`src/rtl/core_wb_pkg.sv`:
```
// Shared types for the core write-back stage: load size codes, FSM states and
// the load context captured when a load is accepted from execute.
package core_wb_pkg;

    typedef enum logic [1:0] {
        LD_B   = 2'b00,
        LD_H   = 2'b01,
        LD_W   = 2'b10,
        LD_RSV = 2'b11
    } ld_size_t;

    typedef enum logic [1:0] {
        WB_IDLE      = 2'd0,
        WB_WAIT_LOAD = 2'd1,
        WB_DRAIN     = 2'd2
    } wb_state_t;

    localparam logic EX_KIND_ALU = 1'b0;
    localparam logic EX_KIND_LD  = 1'b1;

    typedef struct packed {
        logic [3:0] rd;
        ld_size_t   size;
        logic       sgn;
        logic [1:0] off;
    } ld_ctx_t;

endpackage

```
`src/rtl/core_wb_stage_if.sv`:
```
// Execute-side offer, data-memory response and GPR write port of the
// write-back stage. The stage connects through the slave modport.
interface core_wb_stage_if;
    import core_wb_pkg::*;

    logic        ex_valid;
    logic        ex_ready;
    logic        ex_kind;
    logic        ex_wen;
    logic [3:0]  ex_rd;
    logic [31:0] ex_result;
    ld_size_t    ex_ld_size;
    logic        ex_ld_signed;
    logic [1:0]  ex_ld_off;

    logic        mem_rvalid;
    logic [31:0] mem_rdata;

    logic        wb;
    logic [3:0]  wb_addr;
    logic [31:0] wb_data;

    modport master (
        output ex_valid, ex_kind, ex_wen, ex_rd, ex_result,
               ex_ld_size, ex_ld_signed, ex_ld_off,
               mem_rvalid, mem_rdata,
        input  ex_ready, wb, wb_addr, wb_data
    );

    modport slave (
        input  ex_valid, ex_kind, ex_wen, ex_rd, ex_result,
               ex_ld_size, ex_ld_signed, ex_ld_off,
               mem_rvalid, mem_rdata,
        output ex_ready, wb, wb_addr, wb_data
    );

endinterface

```
`src/rtl/core_wb_ldfmt.sv`:
```
// Load data formatter: selects the byte/half lane of an aligned word and
// sign- or zero-extends it to 32 bits. Purely combinational.
module core_wb_ldfmt
    import core_wb_pkg::*;
(
    input  logic [31:0] raw,
    input  ld_size_t    size,
    input  logic        sgn,
    input  logic [1:0]  off,
    output logic [31:0] data
);

    logic [7:0]  byte_lane;
    logic [15:0] half_lane;

    always_comb begin
        // NOTE: every output of a combinational block gets a default first so no path infers a latch.
        byte_lane = raw[7:0];
        case (off)
            2'd1:    byte_lane = raw[15:8];
            2'd2:    byte_lane = raw[23:16];
            2'd3:    byte_lane = raw[31:24];
            default: byte_lane = raw[7:0];
        endcase

        // Half lane ignores off[0]; misaligned halves read the containing half.
        half_lane = off[1] ? raw[31:16] : raw[15:0];

        data = raw;
        case (size)
            LD_B:    data = {{24{sgn & byte_lane[7]}}, byte_lane};
            LD_H:    data = {{16{sgn & half_lane[15]}}, half_lane};
            default: data = raw;
        endcase
    end

endmodule

```
`src/rtl/core_wb_stage.sv`:
```
// Write-back stage: retires ALU results, waits for and formats load data, and
// drives the GPR write port. Optional forwarding outputs: CORE_WB_BYPASS_EN.
module core_wb_stage
    import core_wb_pkg::*;
#(
    parameter int LOAD_TIMEOUT = 255,
    parameter int CNT_W        = 32
) (
    input  logic             clk,
    input  logic             rst_n,
    core_wb_stage_if.slave   bus,
    input  logic             flush,
    output logic [CNT_W-1:0] retired_cnt,
    output logic             err_unexp,
    output logic             err_timeout
`ifdef CORE_WB_BYPASS_EN
    ,
    output logic             byp_valid,
    output logic [3:0]       byp_addr,
    output logic [31:0]      byp_data
`endif
);

    localparam int TMO_W = $clog2(LOAD_TIMEOUT + 1);

    wb_state_t        state, state_n;
    ld_ctx_t          ld_q, ld_n;
    logic [TMO_W-1:0] tmo_cnt, tmo_n;
    logic             wb_q, wb_n;
    logic [3:0]       wb_addr_q, wb_addr_n;
    logic [31:0]      wb_data_q, wb_data_n;
    logic [CNT_W-1:0] cnt_n;
    logic             unexp_n, tmo_err_n;
    logic             accept;
    logic [31:0]      ld_data;

    core_wb_ldfmt u_ldfmt (
        .raw  (bus.mem_rdata),
        .size (ld_q.size),
        .sgn  (ld_q.sgn),
        .off  (ld_q.off),
        .data (ld_data)
    );

    assign bus.ex_ready = (state == WB_IDLE) & ~flush;
    assign accept       = bus.ex_valid & bus.ex_ready;

    always_comb begin
        state_n   = state;
        ld_n      = ld_q;
        tmo_n     = tmo_cnt;
        wb_n      = 1'b0;
        wb_addr_n = wb_addr_q;
        wb_data_n = wb_data_q;
        cnt_n     = retired_cnt;
        unexp_n   = err_unexp;
        tmo_err_n = err_timeout;

        case (state)
            WB_IDLE: begin
                if (bus.mem_rvalid) unexp_n = 1'b1;
                if (accept) begin
                    if (bus.ex_kind == EX_KIND_ALU) begin
                        cnt_n = retired_cnt + CNT_W'(1);
                        if (bus.ex_wen) begin
                            wb_n      = 1'b1;
                            wb_addr_n = bus.ex_rd;
                            wb_data_n = bus.ex_result;
                        end
                    end else begin
                        ld_n    = '{rd: bus.ex_rd, size: bus.ex_ld_size,
                                    sgn: bus.ex_ld_signed, off: bus.ex_ld_off};
                        tmo_n   = '0;
                        state_n = WB_WAIT_LOAD;
                    end
                end
            end

            WB_WAIT_LOAD: begin
                tmo_n = tmo_cnt + TMO_W'(1);
                // Response beats timeout; a flush in the same cycle discards it.
                if (bus.mem_rvalid) begin
                    state_n = WB_IDLE;
                    if (!flush) begin
                        wb_n      = 1'b1;
                        wb_addr_n = ld_q.rd;
                        wb_data_n = ld_data;
                        cnt_n     = retired_cnt + CNT_W'(1);
                    end
                end else if (tmo_n == TMO_W'(LOAD_TIMEOUT)) begin
                    tmo_err_n = 1'b1;
                    state_n   = WB_IDLE;
                end else if (flush) begin
                    state_n = WB_DRAIN;
                end
            end

            WB_DRAIN: begin
                tmo_n = tmo_cnt + TMO_W'(1);
                if (bus.mem_rvalid) begin
                    state_n = WB_IDLE;
                end else if (tmo_n == TMO_W'(LOAD_TIMEOUT)) begin
                    tmo_err_n = 1'b1;
                    state_n   = WB_IDLE;
                end
            end

            default: state_n = WB_IDLE;
        endcase
    end

    always_ff @(posedge clk) begin
        // NOTE: sequential state uses non-blocking assignments so every register samples pre-edge values.
        if (!rst_n) begin
            state       <= WB_IDLE;
            tmo_cnt     <= '0;
            wb_q        <= 1'b0;
            wb_addr_q   <= '0;
            wb_data_q   <= '0;
            retired_cnt <= '0;
            err_unexp   <= 1'b0;
            err_timeout <= 1'b0;
        end else begin
            state       <= state_n;
            tmo_cnt     <= tmo_n;
            wb_q        <= wb_n;
            wb_addr_q   <= wb_addr_n;
            wb_data_q   <= wb_data_n;
            retired_cnt <= cnt_n;
            err_unexp   <= unexp_n;
            err_timeout <= tmo_err_n;
        end
    end

    // NOTE: the load context has no reset; it is only read in WAIT_LOAD, after an accept has written it.
    always_ff @(posedge clk) begin
        ld_q <= ld_n;
    end

    assign bus.wb      = wb_q;
    assign bus.wb_addr = wb_addr_q;
    assign bus.wb_data = wb_data_q;

`ifdef CORE_WB_BYPASS_EN
    assign byp_valid = wb_q;
    assign byp_addr  = wb_addr_q;
    assign byp_data  = wb_data_q;
`endif

endmodule
```
`src/flat_wrapper.sv`:
```
// flat-port wrapper written by rule: the top's interface ports become plain ports
module core_wb_stage_flat import core_wb_pkg::*;
#(
    parameter int LOAD_TIMEOUT = 255,
    parameter int CNT_W        = 32
)
  (clk, rst_n, flush, retired_cnt, err_unexp, err_timeout, bus_ex_valid, bus_ex_kind, bus_ex_wen, bus_ex_rd, bus_ex_result, bus_ex_ld_size, bus_ex_ld_signed, bus_ex_ld_off, bus_mem_rvalid, bus_mem_rdata, bus_ex_ready, bus_wb, bus_wb_addr, bus_wb_data);
  core_wb_stage_if bus_i ();
  input  logic clk;
  input  logic rst_n;
  input  logic flush;
  output logic [CNT_W-1:0] retired_cnt;
  output logic err_unexp;
  output logic err_timeout;
  input wire logic [$bits(bus_i.ex_valid)-1:0] bus_ex_valid;
  input wire logic [$bits(bus_i.ex_kind)-1:0] bus_ex_kind;
  input wire logic [$bits(bus_i.ex_wen)-1:0] bus_ex_wen;
  input wire logic [$bits(bus_i.ex_rd)-1:0] bus_ex_rd;
  input wire logic [$bits(bus_i.ex_result)-1:0] bus_ex_result;
  input wire logic [$bits(bus_i.ex_ld_size)-1:0] bus_ex_ld_size;
  input wire logic [$bits(bus_i.ex_ld_signed)-1:0] bus_ex_ld_signed;
  input wire logic [$bits(bus_i.ex_ld_off)-1:0] bus_ex_ld_off;
  input wire logic [$bits(bus_i.mem_rvalid)-1:0] bus_mem_rvalid;
  input wire logic [$bits(bus_i.mem_rdata)-1:0] bus_mem_rdata;
  output wire logic [$bits(bus_i.ex_ready)-1:0] bus_ex_ready;
  output wire logic [$bits(bus_i.wb)-1:0] bus_wb;
  output wire logic [$bits(bus_i.wb_addr)-1:0] bus_wb_addr;
  output wire logic [$bits(bus_i.wb_data)-1:0] bus_wb_data;
  assign bus_i.ex_valid = bus_ex_valid;
  assign bus_i.ex_kind = bus_ex_kind;
  assign bus_i.ex_wen = bus_ex_wen;
  assign bus_i.ex_rd = bus_ex_rd;
  assign bus_i.ex_result = bus_ex_result;
  assign bus_i.ex_ld_size = bus_ex_ld_size;
  assign bus_i.ex_ld_signed = bus_ex_ld_signed;
  assign bus_i.ex_ld_off = bus_ex_ld_off;
  assign bus_i.mem_rvalid = bus_mem_rvalid;
  assign bus_i.mem_rdata = bus_mem_rdata;
  assign bus_ex_ready = bus_i.ex_ready;
  assign bus_wb = bus_i.wb;
  assign bus_wb_addr = bus_i.wb_addr;
  assign bus_wb_data = bus_i.wb_data;
  core_wb_stage #(.LOAD_TIMEOUT(LOAD_TIMEOUT), .CNT_W(CNT_W)) u_core (.clk(clk), .rst_n(rst_n), .bus(bus_i), .flush(flush), .retired_cnt(retired_cnt), .err_unexp(err_unexp), .err_timeout(err_timeout));
endmodule
```
`config.mk`:
```
export PLATFORM = sky130hd
export DESIGN_NAME = core_wb_stage_flat
export DESIGN_NICKNAME = d
export VERILOG_FILES = /design/src/rtl/core_wb_pkg.sv /design/src/rtl/core_wb_stage_if.sv /design/src/rtl/core_wb_ldfmt.sv /design/src/rtl/core_wb_stage.sv /design/src/flat_wrapper.sv
export SDC_FILE = /design/constraint.sdc
export NUM_CORES = 1
export LEC_CHECK = 0
export CAP_MARGIN = 20
export CORE_UTILIZATION = 33
export CTS_BUF_LIST = sky130_fd_sc_hd__clkbuf_2
export DETAILED_ROUTE_END_ITERATION = 16
export GPL_TIMING_DRIVEN = 0
export PLACE_DENSITY = 0.66
export SLEW_MARGIN = 20
export SYNTH_ARGS = -nofsm -noshare
export SYNTH_HDL_FRONTEND = slang
export SYNTH_SLANG_ARGS = --single-unit
```
`constraint.sdc`:
```
create_clock -name clk -period 4 [get_ports clk]
set_input_delay 0.8 -clock clk [delete_from_list [all_inputs] [get_ports clk]]
set_output_delay 0.8 -clock clk [all_outputs]
set_load 0.01 [all_outputs]
```
==> out/results.ini <==
[critical_path]
slowest_delay_ns=0.83
cp_data_required_time_ns=4.44
critPathKind=flip-flop to flip-flop
path_buf_inv=2
rrSetupSlack_ns=0.69
r2r_cells=8
r2r_end=u_core.bus.wb_data[27]
r2r-start=u_core.state[1]
cp.arrival_ns=3.75
critPathLaunchType=flip-flop
crit_fanout=10
cp-end-kind=flip-flop
worstPathCellList=inv_1 -> ha_1 -> nor2b_1 -> a2111oi_0 -> nand2_1 -> a31oi_1 -> clkbuf_1 -> a221oi_1
critPathTopFamily=compound AO/OA/AOI/OAI gates
cp_slowest_cell=a2111oi_0

[detailed_routing]
final_antenna_net_count=0
vias=4731
drt_iter0_markers=355
drc=0
vias_per_cell=5.36
drt_pass1_iterations=5
wl_um=14700
wire_per_inst_um=16.6

[clocking]
hold_buffers=0
cts_buffers=9
cts.sinks=90
htreeDepth=3
cts_buffer_depth=2
post_cts_buffers=0
path_clk_slew_ns=0.25
cts_root_buffer=clkbuf_2
cts_tree=yes
insertion_delay_ns=0.55
cts_resized=0

[die]
num_io_pins=152
initial_core_util_pct=34.1
dieArea_mm2=0.0143
die_h_um=119
core-area_mm2=0.0133
die_w_um=119
fp-row-count=42

[synthesis]
yosysTopAreaCell=dfxtp_1
synth_area_leaders=dfxtp_1 36%, edfxtp_1 5.9%, nand2_1 4.9%, a21oi_1 4.7%, o21ai_0 4.7%
syn_nets=626
syn_area_per_cell_um2=8.45
syn_area_mm2=0.00455
ys_ff_latch=90
synth_top_area_share_pct=35.6
ys_seq_area_share_pct=41.5
ys_types=53
synthArstFlopShare_pct=0
ys.flop_type=dfxtp_1
yosys_warnings=0
synth_edf_count=9
syn-instance-count=539

[placement]
preCtsSetupSlack_ns=0.0528
port_buffers=151
place.detailed.hpwl_um=11300
gp_congestion=0.901

[global_routing]
grt_max_degree=15
grt_pass1_wl_um=22600
antenna_found_initial=1
met2_usage_pct=31.9
globalRoute.totalOverflow=0
top_usage_layer=met2
met3_usage_pct=3.16
use_met1_pct=26.9
track_usage_pct=20.0
first_global_vias=4313

[timing]
setup_viol=0
max_clock_freq_ghz=0.302
finalSetupTns_ns=0
finalCriticalPeriod_ns=3.31
max_slew_margin_pct=35.0
finalCritPeriodShare_pct=82.8
layout_setup_ws_ns=0.689
final_max_slew_viol_count=0
grt_setup_unrepaired=false
finClkSkew_ns=0.0113
hold_violations=0
tightestPinTransition_ns=0.950

[outcome]
status=finished clean

[min_path]
worstHoldPathType=flip-flop to flip-flop
hold_path_startpoint=u_core.bus.wb_data[22]
min_to=u_core.bus.wb_data[22]
min_path_cells=2

[power]
p_leak_nw=2.09
p_total_w=0.00208
power_density_mw_per_mm2=326
ir_drop_mv=0.169

[finish]
drive_gt1_share_pct=4.53
final_nets=788
fillers=1310
syn_to_final_growth_pct=39.9
fin_util_pct=47.7

[flow_run]
cap_violations=0

==> placed cells by master, fill, tap and decap left out, drive strengths merged, types with 15 or more instances in the layout <==
cell	synthesis	routed
o211ai	15	15
nor2	40	40
or3	19	19
inv	16	16
clkbuf	29	39
dfxtp	81	81
clkdlybuf4s50	0	151
o21ai	44	44
a221oi	18	18
a21oi	43	43
nand2	60	60
xnor2	16	16
==> synthesized netlist by cell type (all sizes together), types with 9 or more instances <==
cell type / count
edfxtp: 9
o21ai: 44
a31o: 9
a221oi: 18
nand2: 60
clkbuf: 29
a22o: 9
or3: 19
xnor2: 16
nand3: 13
nor3: 9
nand4: 10
o211ai: 15
nor2: 40
mux2i: 13
dfxtp: 81
a21oi: 43
inv: 16
==> logic make-up (layout without fill, tap and decap cells) <==
family / after synthesis / in the layout / synth area share [%]
and+or+nand+nor: 185 / 185 / 19.9
AOI/OAI and AO/OA: 175 / 175 / 25.5
DFF: 90 / 90 / 41.5
buffers and inverters: 50 / 217 / 4.26
xor gates and xnor gates: 17 / 17 / 3.27
muxes: 15 / 15 / 3.60
adders and majority gates: 7 / 7 / 1.92
other: 0 / 1 / 0
==> registers in the layout (all words and copies together) (netlist names) <==
| name | cells |
|---|---|
| u_core.bus.wb_data | 32 |
| u_core.retired_cnt | 32 |
| u_core.ld_q | 9 |
| u_core.tmo_cnt | 8 |
| u_core.bus.wb_addr | 4 |
| u_core.state | 2 |
| u_core.bus.wb | 1 |
| u_core.err_timeout | 1 |
| u_core.err_unexp | 1 |
==> per-layer routing <==
| layer | part of all wire, % | up-vias | wire, um |
|---|---|---|---|
| met5 | 0 | - | 0 |
| met4 | 1.9 | 0 | 286 |
| met3 | 5.9 | 18 | 869 |
| met2 | 46 | 184 | 6790 |
| met1 | 46 | 2203 | 6720 |
| li1 | - | 2326 | - |
==> worst max-delay path by stage <==
stage          depth (start not counted)                endpoint  slack, ns       startpoint
2_1_floorplan                          6  u_core.retired_cnt[26]       1.32      bus_ex_kind
3_3_place_gp                           7   u_core.bus.wb_addr[1]       0.07   bus_mem_rvalid
3_5_place_dp                           7   u_core.bus.wb_addr[1]       0.05   bus_mem_rvalid
4_1_cts                                8   u_core.bus.wb_addr[1]       0.66  u_core.state[1]
5_1_grt                                8   u_core.bus.wb_addr[1]       0.33  u_core.state[1]
6_report                               8  u_core.bus.wb_data[27]       0.69  u_core.state[1]
==> final cells by class <==
class	instances	area [um^2]	area share [%]
multi-input cells	399	2470	38.7
flip-flops and latches	90	1890	29.7
repair buffers	151	1510	23.7
well taps	176	220	3.46
plain buffers	33	130	2.04
inverters	17	63.8	1.00
clock buffers	10	50.0	0.785
clock inverters	6	33.8	0.530
diodes	1	2.50	0.0393
==> power breakdown <==
part,switching (W),internal [W]
sequential,0.0000443,0.000980
combinational,0.000349,0.000313
clock,0.000313,0.0000793
total,0.000707,0.00137
==> worst min-delay path: stages (launching register included) <==
cell      delay (ns)
dfxtp_1         0.37
nand2_1         0.05
a221oi_1        0.06
==> stage by stage <==
step           hold WS [ns]  cell area (um^2)  instances
6_report              0.495              6370        883
5_1_grt               0.513              6370        883
4_1_cts               0.491              6370        882
3_5_place_dp          0.457              6290        866
3_3_place_gp          0.444              6290        866
2_1_floorplan         0.452              4550        539
No activity file was read; power rests on OpenSTA's default activity.
